`config.mk`:
```
export PLATFORM = sky130hd
export DESIGN_NAME = regfile_ctx_engine_flat
export DESIGN_NICKNAME = d
export VERILOG_FILES = /design/src/rtl/regfile_ctx_engine_if.sv /design/src/rtl/regfile_ctx_engine.sv /design/src/flat_wrapper.sv
export SDC_FILE = /design/constraint.sdc
export NUM_CORES = 1
export LEC_CHECK = 0
export CAP_MARGIN = 20
export CORE_MARGIN = 4
export CORE_UTILIZATION = 27
export DETAILED_ROUTE_END_ITERATION = 12
export PLACE_DENSITY = 0.81
export SLEW_MARGIN = 10
export SYNTH_ARGS = -nofsm -noshare
export SYNTH_HDL_FRONTEND = slang
export SYNTH_SLANG_ARGS = --single-unit
```
`constraint.sdc`:
```
create_clock -name clk -period 1.9 [get_ports clk]
set_input_delay 0.19 -clock clk [delete_from_list [all_inputs] [get_ports clk]]
set_output_delay 0.19 -clock clk [all_outputs]
set_load 0.05 [all_outputs]
```
`src/rtl/regfile_ctx_engine_if.sv`:
```
// Register-file and context-stream bundle between regfile_ctx_engine (master)
// and the register file / context path (slave).
interface regfile_ctx_engine_if #(
  parameter int unsigned DATA_W = 16,
  parameter int unsigned ADDR_W = 3
);
  logic [ADDR_W-1:0] rf_read_addr;
  logic [DATA_W-1:0] rf_read_data;
  logic [ADDR_W-1:0] rf_write_addr;
  logic [DATA_W-1:0] rf_write_data;
  logic              rf_write_enable;

  logic              save_valid;
  logic              save_ready;
  logic [DATA_W-1:0] save_data;

  logic              restore_valid;
  logic              restore_ready;
  logic [DATA_W-1:0] restore_data;

  modport master (
    output rf_read_addr,
    input  rf_read_data,
    output rf_write_addr,
    output rf_write_data,
    output rf_write_enable,
    output save_valid,
    input  save_ready,
    output save_data,
    input  restore_valid,
    output restore_ready,
    input  restore_data
  );

  modport slave (
    input  rf_read_addr,
    output rf_read_data,
    input  rf_write_addr,
    input  rf_write_data,
    input  rf_write_enable,
    input  save_valid,
    output save_ready,
    input  save_data,
    output restore_valid,
    input  restore_ready,
    output restore_data
  );
endinterface

```
`src/rtl/regfile_ctx_engine.sv`:
```
// Context save/restore engine: streams the register file out and back in.
// Optional trailing XOR checksum word enabled by defining CTX_CHECKSUM_EN.
module regfile_ctx_engine #(
  parameter int unsigned NUM_REGS = 8,
  parameter int unsigned DATA_W   = 16,
  parameter int unsigned ADDR_W   = 3
) (
  input  logic                 clk,
  input  logic                 reset,
  input  logic                 start_save,
  input  logic                 start_restore,
  output logic                 busy,
  output logic                 done,
  output logic                 chk_err,
  regfile_ctx_engine_if.master ctx
);

  localparam logic [ADDR_W-1:0] LAST_IDX = ADDR_W'(NUM_REGS - 1);

  typedef enum logic [2:0] {
    ST_IDLE       = 3'd0,
    ST_SAVE       = 3'd1,
    ST_SAVE_CK    = 3'd2,
    ST_RESTORE    = 3'd3,
    ST_RESTORE_CK = 3'd4,
    ST_DONE       = 3'd5
  } state_t;

  state_t            state;
  state_t            state_nxt;
  logic [ADDR_W-1:0] idx;
  logic              start_c;
  logic              save_hs_c;
  logic              restore_hs_c;
  logic              word_hs_c;
  logic              is_last_c;

  // Handshakes derived from the state register and peer inputs only.
  assign start_c      = (state == ST_IDLE) && (start_save || start_restore);
  assign save_hs_c    = ((state == ST_SAVE) || (state == ST_SAVE_CK)) && ctx.save_ready;
  assign restore_hs_c = ((state == ST_RESTORE) || (state == ST_RESTORE_CK)) && ctx.restore_valid;
  assign word_hs_c    = ((state == ST_SAVE) && ctx.save_ready) ||
                        ((state == ST_RESTORE) && ctx.restore_valid);
  assign is_last_c    = (idx == LAST_IDX);

  always_ff @(posedge clk or posedge reset) begin
    if (reset) state <= ST_IDLE;
    else       state <= state_nxt;
  end

  always_comb begin
    state_nxt = state;
    unique case (state)
      ST_IDLE: begin
        if (start_save)         state_nxt = ST_SAVE;
        else if (start_restore) state_nxt = ST_RESTORE;
      end
      ST_SAVE: begin
`ifdef CTX_CHECKSUM_EN
        if (save_hs_c && is_last_c) state_nxt = ST_SAVE_CK;
`else
        if (save_hs_c && is_last_c) state_nxt = ST_DONE;
`endif
      end
      ST_SAVE_CK: begin
        if (save_hs_c) state_nxt = ST_DONE;
      end
      ST_RESTORE: begin
`ifdef CTX_CHECKSUM_EN
        if (restore_hs_c && is_last_c) state_nxt = ST_RESTORE_CK;
`else
        if (restore_hs_c && is_last_c) state_nxt = ST_DONE;
`endif
      end
      ST_RESTORE_CK: begin
        if (restore_hs_c) state_nxt = ST_DONE;
      end
      ST_DONE: state_nxt = ST_IDLE;
      default: state_nxt = ST_IDLE;
    endcase
  end

`ifdef CTX_CHECKSUM_EN
  logic [DATA_W-1:0] acc;
`endif

  // Output decode; write strobe is only ever asserted in a data handshake cycle.
  always_comb begin
    busy                = 1'b0;
    done                = 1'b0;
    ctx.save_valid      = 1'b0;
    ctx.restore_ready   = 1'b0;
    ctx.rf_write_enable = 1'b0;
    ctx.rf_read_addr    = idx;
    ctx.rf_write_addr   = idx;
    ctx.rf_write_data   = ctx.restore_data;
    ctx.save_data       = ctx.rf_read_data;
    unique case (state)
      ST_IDLE: ;
      ST_SAVE: begin
        busy           = 1'b1;
        ctx.save_valid = 1'b1;
      end
      ST_SAVE_CK: begin
        busy           = 1'b1;
        ctx.save_valid = 1'b1;
`ifdef CTX_CHECKSUM_EN
        ctx.save_data  = acc;
`endif
      end
      ST_RESTORE: begin
        busy                = 1'b1;
        ctx.restore_ready   = 1'b1;
        ctx.rf_write_enable = ctx.restore_valid;
      end
      ST_RESTORE_CK: begin
        busy              = 1'b1;
        ctx.restore_ready = 1'b1;
      end
      ST_DONE: begin
        busy = 1'b1;
        done = 1'b1;
      end
      default: ;
    endcase
  end

  // Index saturates at the terminal register so it never wraps inside a frame.
  always_ff @(posedge clk or posedge reset) begin
    if (reset) begin
      idx <= '0;
    end else if (start_c) begin
      idx <= '0;
    end else if (word_hs_c && !is_last_c) begin
      idx <= idx + ADDR_W'(1);
    end
  end

`ifdef CTX_CHECKSUM_EN
  logic [DATA_W-1:0] word_c;
  assign word_c = (state == ST_SAVE) ? ctx.rf_read_data : ctx.restore_data;

  always_ff @(posedge clk or posedge reset) begin
    if (reset) begin
      acc     <= '0;
      chk_err <= 1'b0;
    end else if (start_c) begin
      acc     <= '0;
      chk_err <= 1'b0;
    end else begin
      if (word_hs_c) acc <= acc ^ word_c;
      if ((state == ST_RESTORE_CK) && restore_hs_c) chk_err <= (ctx.restore_data != acc);
    end
  end
`else
  assign chk_err = 1'b0;
`endif

endmodule

```
`src/flat_wrapper.sv`:
```
// flat-port wrapper written by rule: the top's interface ports become plain ports
module regfile_ctx_engine_flat 
#(
  parameter int unsigned NUM_REGS = 8,
  parameter int unsigned DATA_W   = 16,
  parameter int unsigned ADDR_W   = 3
)
  (clk, reset, start_save, start_restore, busy, done, chk_err, ctx_rf_read_addr, ctx_rf_read_data, ctx_rf_write_addr, ctx_rf_write_data, ctx_rf_write_enable, ctx_save_valid, ctx_save_ready, ctx_save_data, ctx_restore_valid, ctx_restore_ready, ctx_restore_data);
  regfile_ctx_engine_if #(.DATA_W(DATA_W), .ADDR_W(ADDR_W)) ctx_i ();
  input  logic clk;
  input  logic reset;
  input  logic start_save;
  input  logic start_restore;
  output logic busy;
  output logic done;
  output logic chk_err;
  output wire logic [$bits(ctx_i.rf_read_addr)-1:0] ctx_rf_read_addr;
  input wire logic [$bits(ctx_i.rf_read_data)-1:0] ctx_rf_read_data;
  output wire logic [$bits(ctx_i.rf_write_addr)-1:0] ctx_rf_write_addr;
  output wire logic [$bits(ctx_i.rf_write_data)-1:0] ctx_rf_write_data;
  output wire logic [$bits(ctx_i.rf_write_enable)-1:0] ctx_rf_write_enable;
  output wire logic [$bits(ctx_i.save_valid)-1:0] ctx_save_valid;
  input wire logic [$bits(ctx_i.save_ready)-1:0] ctx_save_ready;
  output wire logic [$bits(ctx_i.save_data)-1:0] ctx_save_data;
  input wire logic [$bits(ctx_i.restore_valid)-1:0] ctx_restore_valid;
  output wire logic [$bits(ctx_i.restore_ready)-1:0] ctx_restore_ready;
  input wire logic [$bits(ctx_i.restore_data)-1:0] ctx_restore_data;
  assign ctx_rf_read_addr = ctx_i.rf_read_addr;
  assign ctx_i.rf_read_data = ctx_rf_read_data;
  assign ctx_rf_write_addr = ctx_i.rf_write_addr;
  assign ctx_rf_write_data = ctx_i.rf_write_data;
  assign ctx_rf_write_enable = ctx_i.rf_write_enable;
  assign ctx_save_valid = ctx_i.save_valid;
  assign ctx_i.save_ready = ctx_save_ready;
  assign ctx_save_data = ctx_i.save_data;
  assign ctx_i.restore_valid = ctx_restore_valid;
  assign ctx_restore_ready = ctx_i.restore_ready;
  assign ctx_i.restore_data = ctx_restore_data;
  regfile_ctx_engine #(.NUM_REGS(NUM_REGS), .DATA_W(DATA_W), .ADDR_W(ADDR_W)) u_core (.clk(clk), .reset(reset), .start_save(start_save), .start_restore(start_restore), .busy(busy), .done(done), .chk_err(chk_err), .ctx(ctx_i));
endmodule
```
== After elaboration in Yosys (flattened, before gate mapping) ==
Index checks and enable logic that the tools add are counted.

* Add/sub/neg operators: 1
* Eq/ne operators: 11
* Mux-type cells: 14
* Reduce and logical (&&, ||, !) cells: 19

{| class="wikitable"
|+ Operators by type and width
! kind !! number
|-
| 3-bit two-way mux || 8
|-
| 3-bit case mux with 5 select lines || 1
|-
| 3-bit equality test (second input constant) || 3
|-
| 1-bit logical AND || 8
|-
| 3-bit by 2-bit equality test with 1-bit output (second input constant) || 2
|-
| 1-bit two-way mux || 5
|-
| 5-bit AND reduction || 1
|-
| 5-bit OR reduction || 1
|-
| 1-bit logical OR || 4
|-
| 2-bit by 1-bit != test with 1-bit output (second input constant) || 2
|-
| 2-bit != test (second input constant) || 2
|-
| 2-bit OR reduction || 2
|-
| 3-bit by 1-bit adder with 3-bit output (second input constant) || 1
|-
| 3-bit by 1-bit equality test with 1-bit output (second input constant) || 1
|-
| 3-bit zero test || 1
|-
| 3-bit != test (second input constant) || 1
|-
| 2-bit nonzero test || 1
|-
| 1-bit zero test || 1
|}

* Flip-flop bits (word level): 6
* Bits of input ports: 38
* Output and inout bits: 44
* Logic and storage cells: 47

== Depth between registers and ports, before layout ==
Gate-level depths: netlist (run 1).

* Depth in word-level cells: 6
* Mapped depth: 5
* Depth with buffers taken out: 5

== Worst setup path before layout (run 1) ==
No wires, ideal clock.

* Kind: flip-flop to output port
* From: register u_core.state[1]
* To: output done
* Data arrival time: 1.770 ns
* Required time: 1.710 ns
* Setup slack: -0.060 ns
* Cell stages (with the launch flop): 3
* Buffers on the path: 1
* Cell sequence: dfrtp_1 -> buf_2 -> nor3b_1

* Word-level cells in the longest chain between the ends: 2

{| class="wikitable"
|+ Ends and longest elaborated chain
! what !! line !! text
|-
| start, declared || regfile_ctx_engine.sv:29 || <nowiki>state_t state;</nowiki>
|-
| start signal, assigned || regfile_ctx_engine.sv:48 || <nowiki>else state <= state_nxt;</nowiki>
|-
| 3-bit equality test || regfile_ctx_engine.sv:98 || <nowiki>unique case (state)</nowiki>
|-
| 1-bit two-way mux || regfile_ctx_engine.sv:98 ||
|-
| end, declared || flat_wrapper.sv:15 || <nowiki>output logic done;</nowiki>
|}

No other way between the ends.

== Final worst setup path (run 1) ==
* From: register u_core.idx[0] (netlist: u_core.ctx.rf_read_addr[0])
* To: register u_core.idx[0] (netlist: u_core.ctx.rf_read_addr[0])

* Word-level cells in the longest chain between the ends: 4
* Elaborated cells on any way between the ends: 7
* Classes of those cells: add/sub: 1; eq/ne: 1; mux: 2; reduce/logical: 3

{| class="wikitable"
|+ Ends and longest elaborated chain
! what !! line !! text
|-
| start, declared || regfile_ctx_engine.sv:31 || <nowiki>logic [ADDR_W-1:0] idx;</nowiki>
|-
| start signal, assigned || regfile_ctx_engine.sv:135 || <nowiki>idx <= idx + ADDR_W'(1);</nowiki>
|-
| parallel branches: the longest is 4 deep, another holds 3-bit by 1-bit adder with 3-bit output || -- ||
|}

Parallel ways; which one is timed is not known. The select of a mux whose other input is x is not followed.
A chain may end at the register's enable or synchronous reset.

==> results of run 1 <==
==> metrics by stage <==
step | total power, W | instance area (um^2) | utilization (%) | hold WS [ns] | worst slack, ns
after floorplan | 0.0009462 | 711.9 | - | -0.01918 | 0.06545
after CTS | 0.001139 | 688.2 | 27.78 | 0.1641 | 0.08623
after detailed placement | 0.001006 | 661.9 | 26.72 | 0.3803 | 0.09333
after global placement | 0.0009851 | 661.9 | 26.72 | 0.3803 | 0.1804
final | 0.001130 | 688.2 | 27.78 | 0.1561 | 0.07200
after global routing | 0.001219 | 688.2 | 27.78 | 0.1994 | 0.001097
==> final cells by class <==
class                   count  area [um^2]  share of cell area, %
flip-flops and latches      6        152.6                  22.18
multi-input cells          40        266.5                  38.73
inverters                   2        7.507                  1.091
well taps                  30        37.54                  5.455
repair buffers             16        197.7                  28.73
clock buffers               4        26.28                  3.818
==> power by group through the flow <==
stage / Clock, W / Sequential [W] / Combinational (W)
after global placement: 0 / 0.000246 / 0.000739
final: 0.000130 / 0.000256 / 0.000745
after floorplan: 0 / 0.000323 / 0.000623
after CTS: 0.000134 / 0.000255 / 0.000749
after global routing: 0.000149 / 0.000270 / 0.000801
after detailed placement: 0 / 0.000258 / 0.000748
==> layer usage <==
metal  global-route usage, %  vias to the layer above
met5                       0                        -
li1                        -                      215
met1                   10.07                      209
met2                   8.675                       45
met3                   4.139                        6
met4                   6.149                        0
==> cells by family after synthesis <==
kind of cell             after synthesis  share of synthesized area (%)
buffers and inverters                 41                          41.56
AND/OR/NAND/NOR                       21                          18.47
AO/OA/AOI/OAI                         13                          10.30
flip-flops                             6                          21.31
adder cells (fa/ha/maj)                2                          3.552
multiplexers                           2                          3.019
other                                  1                         0.5323
XOR/XNOR                               1                          1.244
==> worst max-delay path, cell delays in order, from the launching register on <==
cell	delay (ns)
dfrtp_2	0.43
ha_1	0.21
ha_1	0.23
or3b_1	0.41
or3_1	0.32
a21oi_1	0.15
==> cells in the final DEF, fill, tap and decap left out, types with 2 or more instances in the layout <==
| cell | count |
|---|---|
| nand2b_1 | 2 |
| nor2_1 | 3 |
| a21oi_1 | 6 |
| nand3_1 | 3 |
| clkdlybuf4s50_1 | 11 |
| ha_1 | 2 |
| o21ai_0 | 3 |
| nor2b_1 | 2 |
| nor3_1 | 2 |
| buf_12 | 4 |
| inv_1 | 2 |
| clkbuf_4 | 3 |
| or3_1 | 2 |
| dfrtp_1 | 4 |
| dfrtp_2 | 2 |
==> state kept, by name (all words and copies together) (netlist names) <==
name and flops:
u_core.ctx.rf_read_addr 3, u_core.state 3
==> cells in the mapped netlist <==
master	n	share of area [%]
nand3b_1	1	1.1
nand2b_1	2	1.8
nand3_1	3	2.1
dfrtp_1	6	21
mux2_2	1	1.6
buf_4	36	38
mux2i_1	1	1.4
o21ai_0	3	2.1
nor4b_1	1	1.2
or3_1	2	1.8
a21o_1	1	1.1
a31oi_1	1	0.89
xnor2_1	1	1.2
nor3_1	2	1.4
conb_1	1	0.53
a21oi_1	6	4.3
or3b_1	1	1.2
nor3b_1	2	2.1
nor2b_1	2	1.8
inv_1	2	1.1
nor2_1	3	1.6
ha_1	2	3.6
and4b_1	1	1.4
o21a_1	1	1.1
o22ai_1	1	0.89
buf_2	3	2.1
and3_1	1	0.89
==> worst max path at each step <==
stage	startpoint	to	slack, ns	depth (start not counted)
floorplan	u_core.ctx.rf_read_addr[0]	u_core.ctx.rf_read_addr[0]	0.07	5
global placement	u_core.ctx.rf_read_addr[0]	u_core.ctx.rf_read_addr[0]	0.18	5
detailed placement	u_core.ctx.rf_read_addr[0]	u_core.ctx.rf_read_addr[0]	0.09	5
CTS	u_core.ctx.rf_read_addr[0]	u_core.ctx.rf_read_addr[0]	0.09	5
global route	u_core.ctx.rf_read_addr[0]	u_core.ctx.rf_read_addr[0]	0.001	5
finish	u_core.ctx.rf_read_addr[0]	u_core.ctx.rf_read_addr[0]	0.07	5
==> metrics.md, run 1 <==
| Metric | Value |
|---|---|
| Standard-cell rows | `18` |
| Routed met2 length | `431 um` |
| Peak Freq | `0.5470 GHz` |
| Net Sw Frac | `51.45%` |
| Placer congestion estimate | `0.7975` |
| Class of the most critical setup path | `register to register` |
| Worst Setup End Kind | `register` |
| Area of the mapped netlist | `704.4 um^2` |
| Fin cells | `98` |
| Net count, final | `109` |
| First drt pass iteration count | `4` |
| Gate power share | `65.9%` |
| DR top layer | `met4` |
| DRT Wirelength | `1137 um` |
| Cts repair resizes | `0` |
| Die X | `59.08 um` |
| Count of pins over their slew limit | `0` |
| Antenna violations before repair | `0` |
| Post-CTS setup buffer count | `0` |
| R2R cell count | `5` |
| Routed vias/inst | `4.847` |
| Post-CTS Hold Buffers | `0` |
| Net Switching | `0.0005816 W` |
| Setup TNS | `0 ns` |
| Die Ht | `59.08 um` |
| Endpoint of the worst register-to-register path | `u_core.ctx.rf_read_addr[0]` |
| Met1 Wirelength | `477 um` |
| Mapped Cells | `87` |
| Slew @ Worst Pin | `0.4959 ns` |
| WP data required | `2.08 ns` |
| Fin crit period | `1.828 ns` |
| TritonCTS clock tree | `done` |
| Antenna Nets Post-Route | `0` |
| Clock Power Share | `11.5%` |
| WP data arrival | `2.00 ns` |
| Antenna cell count | `0` |
| P&R area growth vs syn | `-2.309%` |
| Reg-to-reg slack, setup | `0.07 ns` |
| Post-Place Cells | `94` |
| Cell variety after synth | `27` |
| Setup crit start kind | `register` |
| Io pins | `82` |
| GRT overflow | `0` |
| Initial Util | `28.43%` |
| First-pass GRT wire length | `1994 um` |
| # DRC | `0` |
| Run status | `finished, final reports clean` |
| Worst clock skew | `0.01323 ns` |
| Core area | `2477 um^2` |
| Synthesized flop and latch total | `6` |
| Die Area | `3490 um^2` |
| HPWL after DPL | `873.1 um` |
| Seq pwr share | `22.6%` |
| Drt wl/cell | `11.60 um` |
| CTS Buf Count | `3` |
| Clk slew on worst S/H paths | `0.05 ns` |
| Htree depth | `1` |
| Leakage | `0.2898 nW` |
| Post-Syn Nets | `127` |
| Final Cycle Share | `96.21%` |
| Syn_area_per_cell | `8.097 um^2` |
| Final setup violation count | `0` |
| Slew headroom | `66.84%` |
| PwrDens | `1643 nW/um^2` |
| Share of cells above drive strength 1 | `17.65%` |
| VDD IR max | `0.9140 mV` |
| Met3 WL post-DR | `197 um` |
| CP max FO | `5` |
| Filler cells | `265` |
| Max-Cap Viols | `0` |
| Root buffer cell | `clkbuf_4` |
| Total clock sinks | `6` |
| Clock buffer depth | `2` |
| Initial drt markers | `16` |
| Clk Latency, worst-skew pair | `0.25 ns` |
| Tot GR Track Use | `7.613%` |
| Hold Crit Class | `input port to asynchronous set/reset pin` |
| Vias in the first global route | `455` |
| Int Pwr | `0.0005488 W` |
| Yosys warning total | `0` |
| Post-synthesis sequential area ratio | `21.31%` |
| Largest net degree at the start of global routing | `16` |
| Worst r2r src | `u_core.ctx.rf_read_addr[0]` |
| DR vias | `475` |
| PortBufs | `16` |
| RSZ-0062 raised after global routing | `no` |
| Hold Vio Cnt, Final | `0` |
Power figures use the tool's default switching activity.
==> run 2, diff against run 1 <==
==> constraint.sdc (replaced) <==
create_clock -name clk -period 1.95 [get_ports clk]
set_input_delay 0.195 -clock clk [delete_from_list [all_inputs] [get_ports clk]]
set_output_delay 0.195 -clock clk [all_outputs]
set_load 0.05 [all_outputs]
==> run 2 against run 1 <==
Effect of this change: register-to-register slack improved by 0.06 ns; clock-buffer cell count fell by 1; fmax rose by 0.64%; design area fell by 2.7%; global-route usage rose by 0.27 points; critical path depth did not move; sequential share of layout area rose by 0.25 points; non-clock buffer count did not move; largest power group unchanged; sequential power fell by 6%; via count did not move.
==> metrics.md, run 2 (same netlist as run 1, synthesis figures left out) <==
| Metric | Value |
|---|---|
| Count of pins over their slew limit | `0` |
| CP startpoint | `u_core.ctx.rf_read_addr[0]` |
| Leakage | `0.2847 nW` |
| PwrDens | `1563 nW/um^2` |
| Reg-to-reg slack, setup | `0.13 ns` |
| R2R cell count | `5` |
| Filler cells | `264` |
| Gate power share | `66.4%` |
| TritonCTS clock tree | `done` |
| Net Sw Frac | `52.55%` |
| Clk slew on worst S/H paths | `0.05 ns` |
| Net count, final | `109` |
| Core area | `2477 um^2` |
| Class of the most critical setup path | `register to register` |
| Final setup violation count | `0` |
| First drt pass iteration count | `4` |
| Most frequent CP cell | `ha_1` |
| Routed vias/inst | `4.897` |
| P&R area growth vs syn | `-4.973%` |
| Clk Latency, worst-skew pair | `0.24 ns` |
| Design area | `669.4 um^2` |
| Vias in the first global route | `492` |
| VDD IR max | `0.9389 mV` |
| Worst Setup End Kind | `register` |
| Die Ht | `59.08 um` |
| Initial drt markers | `3` |
| CTS Buf Count | `3` |
| CP endpoint | `u_core.ctx.rf_read_addr[0]` |
| CP max FO | `5` |
| HPWL after DPL | `912.4 um` |
| Slew headroom | `66.20%` |
| Root buffer cell | `clkbuf_4` |
| Setup crit start kind | `register` |
| DRT Wirelength | `1165 um` |
| Net Switching | `0.0005497 W` |
| Peak Freq | `0.5505 GHz` |
| CP Depth | `5` |
| Dpl cell area | `646.9 um^2` |
| Seq pwr share | `23.0%` |
| Hold Vio Cnt, Final | `0` |
| Slowest-stage cell, CP | `dfrtp_1` |
| Total clock sinks | `6` |
| WP data arrival | `1.99 ns` |
| Antenna Nets Post-Route | `0` |
| Clock buffer depth | `2` |
| Run status | `finished, final reports clean` |
| Die X | `59.08 um` |
| RSZ-0062 raised after global routing | `no` |
| Initial Util | `28.43%` |
| Standard-cell rows | `18` |
| Final Cycle Share | `93.15%` |
| Antenna cell count | `0` |
| Most common cell after layout, fill and taps aside | `clkdlybuf4s50_1` |
| Largest net degree at the start of global routing | `16` |
| Worst clock skew | `0.007943 ns` |
| Endpoint of the worst register-to-register path | `u_core.ctx.rf_read_addr[0]` |
| Share of cells above drive strength 1 | `14.93%` |
| Hold Crit Class | `input port to asynchronous set/reset pin` |
| Post-CTS setup buffer count | `0` |
| DR vias | `475` |
| Htree depth | `1` |
| Drt wl/cell | `12.01 um` |
| # DRC | `0` |
| Biggest cell delay along the critical path | `0.42 ns` |
| Antenna violations before repair | `0` |
| GRT overflow | `0` |
| Worst r2r src | `u_core.ctx.rf_read_addr[0]` |
| PortBufs | `16` |
| Buf/Inv on CP | `0` |
| Critical Path, Cell by Cell | `ha_1, ha_1, or3b_1, or3_1, a21oi_1` |
| Post-CTS Hold Buffers | `0` |
| Slew @ Worst Pin | `0.5055 ns` |
| Fin crit period | `1.816 ns` |
| First-pass GRT wire length | `2049 um` |
| Most frequent cells in the layout | `clkdlybuf4s50_1 (11), a21oi_1 (6), dfrtp_1 (6)` |
| Placer congestion estimate | `0.7844` |
| Clock Power Share | `10.6%` |
| Die Area | `3490 um^2` |
| Crit path max-delay family | `simple AND/OR/NAND/NOR gates` |
| Int Pwr | `0.0004964 W` |
| Cts repair resizes | `0` |
| Setup TNS | `0 ns` |
| WP data required | `2.12 ns` |
| Tot GR Track Use | `7.883%` |
| Max-Cap Viols | `0` |
| Io pins | `82` |
[run 2: cell types whose count changed in the layout (fill, tap and decap cells not counted), sizes merged]
cell and delta:
clkbuf -1
[run 2: worst min-delay path by stage]
stage,from,end,slack [ns],depth (start not counted)
3_5_place_dp,ctx_restore_data[14],ctx_rf_write_data[14],0.39,0
6_report,reset,u_core.ctx.rf_read_addr[2],0.17,2
5_1_grt,reset,u_core.ctx.rf_read_addr[2],0.19,2
2_1_floorplan,reset,u_core.ctx.rf_read_addr[0],-0.01,1
4_1_cts,reset,u_core.ctx.rf_read_addr[2],0.18,2
3_3_place_gp,ctx_restore_data[14],ctx_rf_write_data[14],0.39,0
[run 2: layout make-up]
type	count	area (um^2)	share of cell area (%)
Multi-Input combinational cell	40	266.5	39.81
Timing Repair Buffer	16	185.2	27.66
Sequential cell	6	150.1	22.43
Tap cell	30	37.54	5.607
Clock buffer	3	22.52	3.364
Inverter	2	7.507	1.121
[run 2: power by group through the flow]
stage / combinational (W) / clock [W] / sequential (W)
CTS: 0.000702 / 0.000115 / 0.000242
global route: 0.000736 / 0.000128 / 0.000254
floorplan: 0.000607 / 0 / 0.000310
finish: 0.000694 / 0.000111 / 0.000241
detailed placement: 0.000701 / 0 / 0.000244
global placement: 0.000688 / 0 / 0.000236
[run 2: metal layers]
| layer | wire length (um) | GRT usage (%) | vias up | share of wire, % |
|---|---|---|---|---|
| met5 | 0 | 0 | - | 0 |
| met4 | 39 | 7.120 | 0 | 3.3 |
| met2 | 526 | 10.25 | 31 | 45 |
| met1 | 454 | 8.212 | 224 | 39 |
| li1 | - | - | 214 | - |
| met3 | 144 | 5.664 | 6 | 12 |
[run 2: per-stage QoR]
stage	setup WS, ns	hold slack [ns]	total power, W	util, %	std cells
6_report	0.1336	0.1711	0.001046	27.02	97
2_1_floorplan	0.008350	-0.01404	0.0009172	-	87
4_1_cts	0.1283	0.1800	0.001059	27.02	97
5_1_grt	0.04296	0.1888	0.001118	27.02	97
3_3_place_gp	0.2441	0.3903	0.0009235	26.11	94
3_5_place_dp	0.1450	0.3903	0.0009454	26.11	94
